--- config.mk ---
export PLATFORM = sky130hd
export DESIGN_NAME = bitstream_serializer_flat
export DESIGN_NICKNAME = d
export VERILOG_FILES = /design/src/rtl/bitstream_serializer_if.sv /design/src/rtl/bitstream_serializer.sv /design/src/flat_wrapper.sv
export SDC_FILE = /design/constraint.sdc
export NUM_CORES = 1
export LEC_CHECK = 0
export ABC_AREA = 1
export CAP_MARGIN = 40
export CORE_MARGIN = 5
export CORE_UTILIZATION = 51
export DETAILED_ROUTE_END_ITERATION = 7
export HOLD_SLACK_MARGIN = 0.1
export PLACE_DENSITY = 0.74
export SLEW_MARGIN = 20
export SYNTH_ARGS = -nofsm -noshare
export SYNTH_HDL_FRONTEND = slang
export SYNTH_SLANG_ARGS = --single-unit
--- constraint.sdc ---
create_clock -name clk -period 1.8 [get_ports clk]
set_input_delay 0.27 -clock clk [delete_from_list [all_inputs] [get_ports clk]]
set_output_delay 0.27 -clock clk [all_outputs]
set_load 0.05 [all_outputs]
--- src/rtl/bitstream_serializer_if.sv ---
// Word-in / bit-out handshake bundle for bitstream_serializer.
// The master drives words in and observes the serial stream; the slave is the serializer.
interface bitstream_serializer_if #(
    parameter int W = 4
) ();
    logic [W-1:0] data_in;
    logic         data_valid;
    logic         data_ready;
    logic         ser_out;
    logic         ser_valid;
    logic         busy;

    modport master (
        output data_in,
        output data_valid,
        input  data_ready,
        input  ser_out,
        input  ser_valid,
        input  busy
    );

    modport slave (
        input  data_in,
        input  data_valid,
        output data_ready,
        output ser_out,
        output ser_valid,
        output busy
    );
endinterface

--- src/rtl/bitstream_serializer.sv ---
// Parallel-in/serial-out stage: words are queued in a circular FIFO and shifted out MSB-first
// on a registered serial line, back-to-back words streaming without gap bits.
module bitstream_serializer #(
    parameter int   W        = 4,
    parameter int   DEPTH    = 4,
    parameter logic IDLE_BIT = 1'b0
) (
    input  logic                  clk,
    input  logic                  rst,
    bitstream_serializer_if.slave bus
);
    localparam int AW = $clog2(DEPTH);
    localparam int CW = AW + 1;
    localparam int BW = (W > 2) ? $clog2(W) : 1;

    typedef enum logic [0:0] {
        IDLE  = 1'b0,
        SHIFT = 1'b1
    } state_t;

    state_t         state_r;
    state_t         state_n;
    logic [W-1:0]   mem_r [DEPTH];
    logic [AW-1:0]  wr_ptr_r;
    logic [AW-1:0]  rd_ptr_r;
    logic [CW-1:0]  count_r;
    logic [W-1:0]   shreg_r;
    logic [W-1:0]   shreg_n;
    logic [BW-1:0]  bit_cnt_r;
    logic [BW-1:0]  bit_cnt_n;
    logic           ser_out_r;
    logic           ser_out_n;
    logic           ser_valid_r;
    logic           ser_valid_n;
    logic           data_ready_s;
    logic           push_s;
    logic           pop_s;
    logic           fifo_empty_s;
    logic [W-1:0]   head_s;

    // No full-bypass: a pop in the same cycle does not open the door for a push.
    assign data_ready_s = (count_r != CW'(DEPTH));
    assign push_s       = bus.data_valid && data_ready_s;
    assign fifo_empty_s = (count_r == {CW{1'b0}});
    assign head_s       = mem_r[rd_ptr_r];

    // FIFO storage, pointers and occupancy count
    always_ff @(posedge clk or posedge rst) begin
        if (rst) begin
            for (int i = 0; i < DEPTH; i++) begin
                mem_r[i] <= {W{1'b0}};
            end
            wr_ptr_r <= {AW{1'b0}};
            rd_ptr_r <= {AW{1'b0}};
            count_r  <= {CW{1'b0}};
        end else begin
            if (push_s) begin
                mem_r[wr_ptr_r] <= bus.data_in;
                wr_ptr_r        <= wr_ptr_r + AW'(1);
            end
            if (pop_s) begin
                rd_ptr_r <= rd_ptr_r + AW'(1);
            end
            case ({push_s, pop_s})
                2'b10:   count_r <= count_r + CW'(1);
                2'b01:   count_r <= count_r - CW'(1);
                default: count_r <= count_r;
            endcase
        end
    end

    // Shifter state, shift register, bit counter and registered serial outputs
    always_ff @(posedge clk or posedge rst) begin
        if (rst) begin
            state_r     <= IDLE;
            shreg_r     <= {W{1'b0}};
            bit_cnt_r   <= {BW{1'b0}};
            ser_out_r   <= IDLE_BIT;
            ser_valid_r <= 1'b0;
        end else begin
            state_r     <= state_n;
            shreg_r     <= shreg_n;
            bit_cnt_r   <= bit_cnt_n;
            ser_out_r   <= ser_out_n;
            ser_valid_r <= ser_valid_n;
        end
    end

    // Next-state logic; ser_out_n always mirrors the MSB of shreg_n while a word is live
    always_comb begin
        state_n     = state_r;
        shreg_n     = shreg_r;
        bit_cnt_n   = bit_cnt_r;
        ser_out_n   = ser_out_r;
        ser_valid_n = ser_valid_r;
        pop_s       = 1'b0;
        case (state_r)
            IDLE: begin
                if (!fifo_empty_s) begin
                    pop_s       = 1'b1;
                    shreg_n     = head_s;
                    bit_cnt_n   = BW'(W - 1);
                    ser_out_n   = head_s[W-1];
                    ser_valid_n = 1'b1;
                    state_n     = SHIFT;
                end else begin
                    ser_out_n   = IDLE_BIT;
                    ser_valid_n = 1'b0;
                end
            end
            SHIFT: begin
                if (bit_cnt_r != {BW{1'b0}}) begin
                    shreg_n     = {shreg_r[W-2:0], 1'b0};
                    bit_cnt_n   = bit_cnt_r - BW'(1);
                    ser_out_n   = shreg_r[W-2];
                    ser_valid_n = 1'b1;
                end else if (!fifo_empty_s) begin
                    // Seamless reload on the last-bit edge keeps the stream gap-free.
                    pop_s       = 1'b1;
                    shreg_n     = head_s;
                    bit_cnt_n   = BW'(W - 1);
                    ser_out_n   = head_s[W-1];
                    ser_valid_n = 1'b1;
                end else begin
                    ser_out_n   = IDLE_BIT;
                    ser_valid_n = 1'b0;
                    state_n     = IDLE;
                end
            end
            default: begin
                state_n     = IDLE;
                ser_out_n   = IDLE_BIT;
                ser_valid_n = 1'b0;
            end
        endcase
    end

    assign bus.data_ready = data_ready_s;
    assign bus.ser_out    = ser_out_r;
    assign bus.ser_valid  = ser_valid_r;
    assign bus.busy       = (state_r == SHIFT) || !fifo_empty_s;

endmodule

--- src/flat_wrapper.sv ---
// flat-port wrapper written by rule: the top's interface ports become plain ports
module bitstream_serializer_flat 
#(
    parameter int   W        = 4,
    parameter int   DEPTH    = 4,
    parameter logic IDLE_BIT = 1'b0
)
  (clk, rst, bus_data_in, bus_data_valid, bus_data_ready, bus_ser_out, bus_ser_valid, bus_busy);
  bitstream_serializer_if #(.W(W)) bus_i ();
  input  logic clk;
  input  logic rst;
  input wire logic [$bits(bus_i.data_in)-1:0] bus_data_in;
  input wire logic [$bits(bus_i.data_valid)-1:0] bus_data_valid;
  output wire logic [$bits(bus_i.data_ready)-1:0] bus_data_ready;
  output wire logic [$bits(bus_i.ser_out)-1:0] bus_ser_out;
  output wire logic [$bits(bus_i.ser_valid)-1:0] bus_ser_valid;
  output wire logic [$bits(bus_i.busy)-1:0] bus_busy;
  assign bus_i.data_in = bus_data_in;
  assign bus_i.data_valid = bus_data_valid;
  assign bus_data_ready = bus_i.data_ready;
  assign bus_ser_out = bus_i.ser_out;
  assign bus_ser_valid = bus_i.ser_valid;
  assign bus_busy = bus_i.busy;
  bitstream_serializer #(.W(W), .DEPTH(DEPTH), .IDLE_BIT(IDLE_BIT)) u_core (.clk(clk), .rst(rst), .bus(bus_i));
endmodule
* After elaboration in Yosys (flattened, before gate mapping)
Cells that the tools add are included.
Word-level totals: register bits after elaboration 31, latch bits 0, RAM bits 0, bits in read-only memories 0, input port bits 7, output and inout bits 4, logic and storage cells 53, memories kept 0
Cells by class: add/sub/neg operators 5, multiply operators 0, divide/modulo/power cells 0, $lt $le $gt $ge 3, equality and inequality tests 3, shift-type cells 0, multiplexer cells 21, bitwise logic cells 3, reduce and logical (&&, ||, !) cells 7
Operators with widths (count):
- $mux 4 | 5
- $bwmux 16 | 1
- $bmux 4 s2 | 1
- $demux 4 s2 | 1
- $pmux 4 s2 | 1
- $ge 3x3->1 const B | 2
- $not 2->3 | 2
- $pmux 1 s2 | 3
- $pmux 3 s2 | 1
- $mux 1 | 5
- $add 2x1->2 const B | 2
- $mux 2 | 2
- $pmux 2 s2 | 1
- $reduce_bool 2->1 | 2
- $add 3x1->3 const B | 1
- $logic_not 3->1 | 1
- $lt 3x1->1 const B | 1
- $ne 3x3->1 const B | 1
- $sub 3x1->3 const B | 1
- $eq 2x1->1 const B | 1
- $eq 2x2->1 const B | 1
- $logic_and 1x1->1 | 2
- $sub 2x1->2 const B | 1
- $logic_not 1->1 | 1
- 2 further kinds | 2

* Logic depth before layout (Yosys ltp)
Gate-level depths: netlist of run 1.
depth after elaboration 7, mapped depth 10, mapped depth without buffers 10

* Worst setup path before layout of run 1
Ideal clock, no wire load.
path kind reg-to-reg, start point reg, netlist name u_core.bus.ser_valid, end point reg u_core.count_r[2], setup time 0.079 ns, arrival 1.987 ns, required time 1.721 ns, setup slack -0.266 ns, cell stages (with the launch flop) 10, buffers on the path 0, clock period less this slack 2.066 ns, cell sequence dfrtp_1 -> o21ai_2 -> nand2_2 -> inv_2 -> ha_1 -> inv_1 -> fa_1 -> or2_2 -> nand2_1 -> xor2_1
RTL lines:
- end signal: assignment | RTL line bitstream_serializer.sv:55 | count_r <= {CW{1'b0}};
- end signal: assignment | RTL line bitstream_serializer.sv:65 | 2'b10: count_r <= count_r + CW'(1);
- end signal: assignment | RTL line bitstream_serializer.sv:66 | 2'b01: count_r <= count_r - CW'(1);
- end: declaration | RTL line bitstream_serializer.sv:26 | logic [CW-1:0] count_r;

* Worst setup path after layout of run 1
start point reg u_core.bit_cnt_r[0], end point reg u_core.count_r[2]
Between the ends: longest elaborated chain between the ends 5, elaborated cells on any way between the ends 7, classes of those cells eq/ne: 2; mux: 3; reduce/logical: 2
RTL lines:
- start: declaration | RTL line bitstream_serializer.sv:29 | logic [BW-1:0] bit_cnt_r;
- start signal: assignment | RTL line bitstream_serializer.sv:77 | bit_cnt_r <= {BW{1'b0}};
- start signal: assignment | RTL line bitstream_serializer.sv:83 | bit_cnt_r <= bit_cnt_n;
- $reduce_bool 2->1 (*) | RTL line bitstream_serializer.sv:112 | if (bit_cnt_r != {BW{1'b0}}) begin
- $mux 1 (*) | RTL line bitstream_serializer.sv:112
- $pmux 1 s2 (*) | RTL line bitstream_serializer.sv:97 | case (state_r)
- $eq 2x1->1 or $eq 2x2->1 (tied branches) | RTL line bitstream_serializer.sv:64 | case ({push_s, pop_s})
- $pmux 3 s2 or $reduce_bool 2->1 (tied branches)
- end signal: assignment | RTL line bitstream_serializer.sv:65
- end signal: assignment | RTL line bitstream_serializer.sv:66
- end signal: assignment | RTL line bitstream_serializer.sv:67 | default: count_r <= count_r;
Every way passes the cells marked *; elsewhere a longest branch is shown, timed or not. A chain may end at the register's enable or synchronous reset.

==> metrics.md, run 1 <==
| Metric | Value |
|---|---|
| R2R Path Start | `u_core.bit_cnt_r[0]` |
| CTS tree | `yes` |
| FP Rows | `19` |
| Final ANT Viol Nets | `0` |
| Post-Syn Instances | `175` |
| Mean post-synth cell area | `8.50 um^2` |
| Syn nets | `188` |
| Pins Over Slew Limit | `0` |
| Final hold vios | `0` |
| FMAX | `574 MHz` |
| I/O Buffers | `10` |
| Clock transition at path regs | `80 ps` |
| Setup Crit Path Kind | `reg2reg` |
| EDFF count, synth | `0` |
| RSZ-0062 raised after global routing | `true` |
| DR pass1 iterations | `4` |
| Die W | `64.0 um` |
| Largest net degree at the start of global routing | `31` |
| DRC | `0` |
| Leak Pwr | `0.000898 uW` |
| Detailed Place HPWL | `2190 um` |
| Final setup fails | `0` |
| Routability congestion estimate | `0.742` |
| Share of cells above drive strength 1 | `20.6%` |
| Crit. End Element | `flip-flop` |
| Synthesis-to-layout area growth | `20.1%` |
| Cts repair resizes | `0` |
| Worst-Margin Slew | `487 ps` |
| Core box area | `2780 um^2` |
| Synth Flop Type | `dfrtp_1` |
| Clock Skews | `1.91 ps` |
| Clk_lat worst skew | `320 ps` |
| CP max stage delay | `400 ps` |
| Top post-synthesis cells by count | `nand2_1, dfrtp_1, inv_1` |
| Setup crit start | `u_core.bit_cnt_r[0]` |
| Placed Cells | `224` |
| Number of antenna violations at the first check in global routing | `0` |
| Max clock buf depth | `2` |
| Register bit total from synthesis | `30` |
| Die height | `64.0 um` |
| Min Tclk post-route | `1740 ps` |
| CP max stage cell | `dfrtp_1` |
| PwrDens | `1860 nW/um^2` |
| Run status | `finished clean` |
| First-pass GRT wire length | `5390 um` |
| Cell variety after synth | `21` |
| Final period util | `96.8%` |
| CTS Buf Count | `5` |
| Non-Filler Instances | `235` |
| Count leader, synth | `nand2_1` |
| Routed wire length | `2940 um` |
| Vias in the first global route | `1235` |
| Required time worst endpoint | `2050 ps` |
| Post-DP Area | `1710 um^2` |
| H-tree depth | `2` |
| Sequential cell area fraction in the yosys report | `50.5%` |
| Yosys warnings | `0` |
| Asr flop ratio synth | `100%` |
| Crit path launch type | `flip-flop` |
| Cell area after layout | `1790 um^2` |
| CP max FO | `2` |
| Average wire per standard cell | `12.5 um` |
| Initial Util | `53.5%` |
| Total track usage | `16.8%` |
| Synth top area share | `50.5%` |
| Num ports | `11` |
| Die area | `4100 um^2` |
| CP Cell Sequence | `o21ai_2 > nand2_2 > inv_2 > ha_4 > inv_2 > fa_2 > or2_4 > nand2_2 > xor2_1` |
| Clk sinks | `30` |
| DR iter-0 viols | `43` |
| Crit path DAT | `1990 ps` |
| Total gr overflow | `0` |
| Max IR drop VDD | `1.35 mV` |
| Final worst slack | `57.8 ps` |
| Via/cell ratio | `5.07` |
| Hold slack | `322 ps` |
| Cell Area, Synth | `1490 um^2` |
| # diodes | `0` |
| Hold Crit Class | `in2async` |
| Synth area leader | `dfrtp_1` |
| Root buf cell | `clkbuf_4` |
| DP Worst Slack | `-47.3 ps` |
| Largest cells by area after synthesis | `dfrtp_1, nand2_1, inv_1, o21ai_1, ha_1` |
| Final net count | `217` |
| Slew margin rel. | `67.4%` |
| Via count | `1191` |
| Max-Cap Viols | `0` |
-- cells in the final DEF (no fill, tap or decap), types with 2 or more instances in the layout --
cell and n:
clkbuf_1 2, nand3_4 2, nand2_1 51, o21ai_0 5, inv_1 21, o21ai_1 14, clkbuf_4 5, dfrtp_1 29
ha_1 4, nand2_2 2, inv_2 5, nor2_1 11, clkdlybuf4s50_1 7, xor2_1 3, nand3_1 10, a21oi_1 2
buf_4 16, nand3_2 4
-- final cells by class --
class / instances / area (um^2)
Tap cell: 31 / 38.8
Inverter: 27 / 101
Fill cell: 248 / 995
Sequential cell: 30 / 752
Multi-Input combinational cell: 117 / 659
Timing Repair Buffer: 23 / 190
Clock buffer: 7 / 45.0
-- report_power, final --
| group | total, uW | switching, uW | leakage (uW) | internal (uW) |
|---|---|---|---|---|
| Combinational | 1740 | 1000 | 0.000507 | 739 |
| Clock | 355 | 208 | 0.0000254 | 147 |
| Sequential | 1230 | 231 | 0.000366 | 1000 |
-- worst paths after layout --
check / slack (ps) / end / cells past startpoint
setup / recovery: 60 / u_core.count_r[2] / 9
setup reg to reg: 60 / u_core.count_r[2] / 9
hold / removal: 320 / u_core.count_r[2] / 3
min in group clk: 490 / u_core.mem_r[1] / 2
max in group asynchronous: 1180 / u_core.bus.ser_valid / 3
hold reg to reg: 490 / u_core.mem_r[1] / 2
-- logic make-up (layout without fill, tap and decap cells) --
logic type,count (synthesis),in the layout,share of synthesized area (%)
AO/OA/AOI/OAI,24,24,8.49
XOR/XNOR,4,4,2.36
adder cells (fa/ha/maj),6,6,5.55
buffers and inverters,28,57,7.15
flip-flops,30,30,50.5
AND/OR/NAND/NOR,83,83,26.0
-- sequential cells by signal (all words and copies together), names as in the netlist --
| signal | count |
|---|---|
| u_core.bit_cnt_r | 2 |
| u_core.bus.ser_valid | 1 |
| u_core.rd_ptr_r | 2 |
| u_core.shreg_r | 3 |
| u_core.mem_r | 16 |
| u_core.wr_ptr_r | 2 |
| u_core.bus.ser_out | 1 |
| u_core.count_r | 3 |
-- through the flow --
stage	total power [uW]	setup TNS (ps)	utilization, %
floorplan	2430	-115	-
global placement	2830	-15.8	61.5
detailed placement	2930	-47.3	61.5
CTS	3330	0	63.7
global route	3670	-56.7	64.2
finish	3330	0	64.2
-- critical path: cells and delay by family (launching register included) --
kind | cells | cell delay, ps
buffers and inverters | 2 | 120
adder cells (fa/ha/maj) | 2 | 470
AND/OR/NAND/NOR | 3 | 370
AO/OA/AOI/OAI | 1 | 180
flip-flops | 1 | 400
XOR/XNOR | 1 | 130
-- what timing repair did --
item | in CTS | in global routing
pin swaps | 1 | 2
setup buffers | 2 | 2
hold buffers | 0 | 0
endpoints found under the setup margin | 1 | 1
-- per-layer routing --
layer / up-vias / part of all wire, % / GRT usage, %
li1: 610 / - / -
met1: 556 / 44 / 20.1
met2: 23 / 50 / 27.9
met3: 2 / 4.6 / 6.13
met4: 0 / 0.78 / 5.19
met5: - / 0 / 0
No activity file was read; power rests on OpenSTA's default activity.
==> run 2, diff against run 1 <==
- SKIP_LAST_GASP: unset -> 1
- SLEW_MARGIN: 20 -> unset
==> results of run 2 <==
The final DEF is identical to that of run 1; final timing and power are the same.
==> RTL edit 1: new RTL, settings of run 2 <==
`W` is set to 4 in 3 places; all go to 8.
--- a/src/rtl/bitstream_serializer_if.sv
+++ b/src/rtl/bitstream_serializer_if.sv
@@ -1,7 +1,7 @@
 // Word-in / bit-out handshake bundle for bitstream_serializer.
 // The master drives words in and observes the serial stream; the slave is the serializer.
 interface bitstream_serializer_if #(
-    parameter int W = 4
+    parameter int W = 8
 ) ();
     logic [W-1:0] data_in;
     logic         data_valid;
--- a/src/rtl/bitstream_serializer.sv
+++ b/src/rtl/bitstream_serializer.sv
@@ -1,7 +1,7 @@
 // Parallel-in/serial-out stage: words are queued in a circular FIFO and shifted out MSB-first
 // on a registered serial line, back-to-back words streaming without gap bits.
 module bitstream_serializer #(
-    parameter int   W        = 4,
+    parameter int   W        = 8,
     parameter int   DEPTH    = 4,
     parameter logic IDLE_BIT = 1'b0
 ) (
--- a/src/flat_wrapper.sv
+++ b/src/flat_wrapper.sv
@@ -1,7 +1,7 @@
 // flat-port wrapper written by rule: the top's interface ports become plain ports
 module bitstream_serializer_flat 
 #(
-    parameter int   W        = 4,
+    parameter int   W        = 8,
     parameter int   DEPTH    = 4,
     parameter logic IDLE_BIT = 1'b0
 )
Ports: changed (resized bus_data_in); port bits go from 11 to 15. The function was not compared with the original's and may differ.
==> RTL edit 1 against run 2 <==
  * Routed wire length up 66%
  * Sequential cell count up 21
  * First-iteration DRC count up 77%
  * Synthesized cell count up 81%
  * Synthesized area up 75%
  * Cell area up 68%
  * Non-clock buffer count up 1
  * Power up 59%
  * Worst setup slack better by 0.0054 ns
  * Critical path type unchanged
  * Critical endpoint unchanged
  * Largest power group unchanged
==> RTL edit 1: results (changes against run 2) <==
| Metric | Value |
|---|---|
| Number of placed cells counting well taps | `401 (+79%)` |
| Vias after detailed routing | `1969 (+65%)` |
| Adder-cell share of the synthesized area | `4.13% (-1.4 points)` |
| Clk pwr | `727 µW (+100%)` |
| Number of global-route vias before repair | `1843 (+49%)` |
| Layout cell share with drive strength beyond 1 | `15.6% (-5.0 points)` |
| Setup Fix Bufs, Post-CTS | `0 (-2)` |
| Wire per inst | `11.9 µm (-4.7%)` |
| Leakage power summed over all cells | `0.00154 µW (+71%)` |
| Largest net degree at the start of global routing | `38 (+23%)` |
| GRT Util Overall | `17.3% (+0.52 points)` |
| Instance area after placement | `2880 µm² (+68%)` |
| Synthesized-area fraction occupied by ao, oa, aoi and oai cells | `8.45% (-0.045 points)` |
| Sequential area share after synthesis | `49.0% (-1.5 points)` |
| Sw power | `2250 µW (+56%)` |
| Biggest area contributors in the synthesized netlist | `dfrtp_1 (49%), nand2_1 (15%), inv_1 (7.5%)` |
| Most used standard cells in the synthesized netlist | `nand2_1 (102), inv_1 (52), dfrtp_1 (51)` |
| Outcome | `finished clean` |
| Data arrival time of the critical path | `1.97 ns (-0.02 ns)` |
| Max VDD drop | `0.826 mV (-39%)` |
| Final Wtd Congestion | `0.730 (-1.6%)` |
| Setup slack after placement | `0.0367 ns (+0.0840 ns)` |
| Total of buffers placed on input and output ports | `14 (+4)` |
| Post-synthesis net count | `336 (+79%)` |
| Global-route wire length before repair | `8670 µm (+61%)` |
| Filler Cell Count | `469 (+89%)` |
| Post-synthesis xor/xnor area fraction | `1.34% (-1.0 points)` |
| Post-layout minimum cycle time | `1.74 ns (-0.00539 ns)` |
| Internal power summed over all cells | `3030 µW (+60%)` |
| Reg2reg start | `u_core.bit_cnt_r[1]` |
| Worst hold-check slack | `0.238 ns (-0.0840 ns)` |
| Netlist cell types | `22 (+4.8%)` |
| Final setup skew | `0.00718 ns (+0.00527 ns)` |
| Synthesized area divided by synthesized cell count | `8.22 µm² (-3.3%)` |
| Peak fanout along the critical path | `3 (+1)` |
| Final net count | `358 (+65%)` |
| Power dissipated in combinational cells | `2610 µW (+50%)` |
| Number of flip-flops in the largest register | `32 (+16)` |
| Number of DRC markers after the initial detailed-route iteration | `76 (+77%)` |
| Biggest registers after layout | `u_core.mem_r: 32 flops, u_core.shreg_r: 7 flops` |
| Via density | `4.80 (-5.2%)` |
## RTL edit 1: worst register-to-register path, stage by stage (launching register included)
cell	delay (ns)
dfrtp_1	0.39
inv_2	0.06
ha_2	0.16
nand2_2	0.06
nand2_4	0.07
nand2_4	0.05
inv_4	0.06
ha_4	0.11
inv_2	0.04
fa_2	0.33
nor2_1	0.09
nor2_1	0.04
nand2_1	0.06
xor2_1	0.14
## RTL edit 1: layout make-up
cell class / count / area, µm² / area share (%)
Clock inverter: 1 / 7.51 / 0.250
Tap cell: 70 / 87.6 / 2.92
Sequential cell: 51 / 1280 / 42.6
Clock buffer: 7 / 96.3 / 3.21
Multi-Input combinational cell: 202 / 1090 / 36.3
Timing Repair Buffer: 24 / 233 / 7.75
Inverter: 55 / 209 / 6.96
## RTL edit 1: per-layer routing
metal	vias to the layer above	GRT usage (%)	wire length, µm
li1	1012	-	-
met1	910	24.2	2290
met2	39	26.5	2310
met3	8	3.73	209
met4	0	6.25	78
met5	-	0	0
==> RTL edit 2: new RTL, settings of run 2 <==
Made on the original files. Make the reset (`rst`) synchronous in 2 clocked blocks.
--- a/src/rtl/bitstream_serializer.sv
+++ b/src/rtl/bitstream_serializer.sv
@@ -45,7 +45,7 @@
     assign head_s       = mem_r[rd_ptr_r];
 
     // FIFO storage, pointers and occupancy count
-    always_ff @(posedge clk or posedge rst) begin
+    always_ff @(posedge clk) begin
         if (rst) begin
             for (int i = 0; i < DEPTH; i++) begin
                 mem_r[i] <= {W{1'b0}};
@@ -70,7 +70,7 @@
     end
 
     // Shifter state, shift register, bit counter and registered serial outputs
-    always_ff @(posedge clk or posedge rst) begin
+    always_ff @(posedge clk) begin
         if (rst) begin
             state_r     <= IDLE;
             shreg_r     <= {W{1'b0}};
Formal check against the unedited RTL: differs if rst is asserted again (counterexample within 4 cycles, from zero or initial values and one cycle with rst high); with rst held inactive, the same outputs for 10 cycles.
==> RTL edit 2 against run 2 <==
  * Core utilization increased by 1.1 points
  * Worst setup slack gained 0.021 ns
  * Power fell by 9.7%
  * Routed wire length grew 1.4%
  * Cell area up 2.5%
  * Count of clock-buffer cells in the layout unchanged
  * Synthesized area up 1.7%
  * Sequential cell count is 2 higher
  * Highest routed layer unchanged
  * Largest cell class unchanged
==> RTL edit 2: results (changes against run 2) <==
| Metric | Value |
|---|---|
| Layout cell share with drive strength beyond 1 | `21.1% (+0.52 points)` |
| Final critical-path setup slack | `0.0790 ns (+0.0212 ns)` |
| Setup slack after placement | `-0.127 ns (-0.0800 ns)` |
| Share of power burned in the clock network | `15.9% (+5.2 points)` |
| Max VDD drop | `1.10 mV (-19%)` |
| Final Wtd Congestion | `0.819 (+11%)` |
| Number of DRC markers after the initial detailed-route iteration | `103 (+140%)` |
| Worst hold-check slack | `0.477 ns (+0.156 ns)` |
| Vias after detailed routing | `1209 (+1.5%)` |
| Global Route met2 Usage | `26.3% (-1.6 points)` |
| Outcome | `finished clean` |
| Netlist cell types | `23 (+9.5%)` |
| Final setup skew | `0.0101 ns (+0.00820 ns)` |
| Final net count | `207 (-4.6%)` |
| Biggest area contributors in the synthesized netlist | `edfxtp_1 (32%), dfxtp_1 (21%), nor2_1 (8.4%)` |
| Post-detailed-routing wire length | `2980 µm (+1.4%)` |
| Wire length on met2 | `1450 µm (-1.4%)` |
| Reg2reg start | `u_core.bit_cnt_r[0]` |
| Largest net degree at the start of global routing | `13 (-58%)` |
| Clock latency on the worst-skew pair | `0.34 ns (+0.02 ns)` |
| Met1 GRT Util | `19.6% (-0.55 points)` |
| Clock Pin Slew Worst Setup and Hold Paths | `0.10 ns (+0.02 ns)` |
| Length in cells of the worst reg-to-reg path | `11 (+2)` |
| Sequential area share after synthesis | `52.9% (+2.5 points)` |
| Launch point of the worst hold path | `u_core.shreg_r[2]` |
| DP HPWL | `2230 µm (+2.1%)` |
| Cell with the biggest individual delay on the critical path | `fa_2` |
| GRT Util Overall | `16.7% (-0.086 points)` |
| Internal power summed over all cells | `1770 µW (-6.1%)` |
| Number of enable-type register cells in the synthesized netlist | `16 (+16)` |
| Slew margin rel. | `66.6% (-0.81 points)` |
| Via density | `5.26 (+3.7%)` |
| Fraction of synthesis flops using an asynchronous set or reset pin | `0% (-100 points)` |
| Global-route wire length before repair | `5250 µm (-2.6%)` |
| Met3 WL post-DR | `163 µm (+20%)` |
| Leakage power summed over all cells | `0.000800 µW (-11%)` |
| Part of the total power dissipated in sequential elements | `37.2% (about the same)` |
| Filler Cell Count | `252 (+1.6%)` |
| Remaining antenna violation count | `0 (unchanged)` |
| Most used standard cells in the synthesized netlist | `nor2_1 (34), nand2_1 (27), inv_1 (23)` |
| Routed metal-1 wirelength | `1280 µm (-2.2%)` |
| Met3 usage | `6.22% (+0.088 points)` |
| Reg-to-reg endpoint | `u_core.count_r[2]` |
| Worst hold-check path type | `reg2reg` |
| Post-synthesis net count | `180 (-4.3%)` |
-- RTL edit 2: changes by cell type after synthesis, sizes merged, moves of 4 or more --
cell    before  now
ha           5    1
edfxtp       0   16
nand2       54   29
nand3       16    7
dfxtp        0   16
nor3b        0    4
a21oi        3    8
dfrtp       30    0
nor2        11   38
-- RTL edit 2: stage by stage --
| stage | instance area, µm² | utilization [%] | total power [µW] | cells |
|---|---|---|---|---|
| 2_1_floorplan | 1530 | - | 2050 | 171 |
| 3_3_place_gp | 1720 | 61.5 | 2400 | 219 |
| 3_5_place_dp | 1720 | 61.5 | 2460 | 219 |
| 4_1_cts | 1800 | 64.0 | 2940 | 227 |
| 5_1_grt | 1830 | 65.3 | 3250 | 230 |
| 6_report | 1830 | 65.3 | 3000 | 230 |
-- RTL edit 2: repair_timing --
action / 4_1_cts / 5_1_grt
resized for setup: 0 / 7
setup buffers: 0 / 3
endpoints found under the setup margin: 0 / 2
-- RTL edit 2: layout make-up --
| class | instances | area [µm²] | area share [%] |
|---|---|---|---|
| Timing Repair Buffer | 22 | 200 | 10.9 |
| Clock buffer | 7 | 66.3 | 3.62 |
| Sequential cell | 32 | 811 | 44.3 |
| Multi-Input combinational cell | 109 | 603 | 32.9 |
| Clock inverter | 1 | 5.00 | 0.273 |
| Inverter | 28 | 108 | 5.87 |
| Tap cell | 31 | 38.8 | 2.12 |
-- RTL edit 2: cell families (layout without fill, tap and decap cells) --
group                    Yosys count  after routing  share of synthesized area (%)
AND/OR/NAND/NOR                   79             79                           26.3
buffers and inverters             30             58                           8.19
XOR/XNOR                           1              1                          0.579
flip-flops                        32             32                           52.9
adder cells (fa/ha/maj)            2              2                           2.15
AO/OA/AOI/OAI                     27             27                           9.84
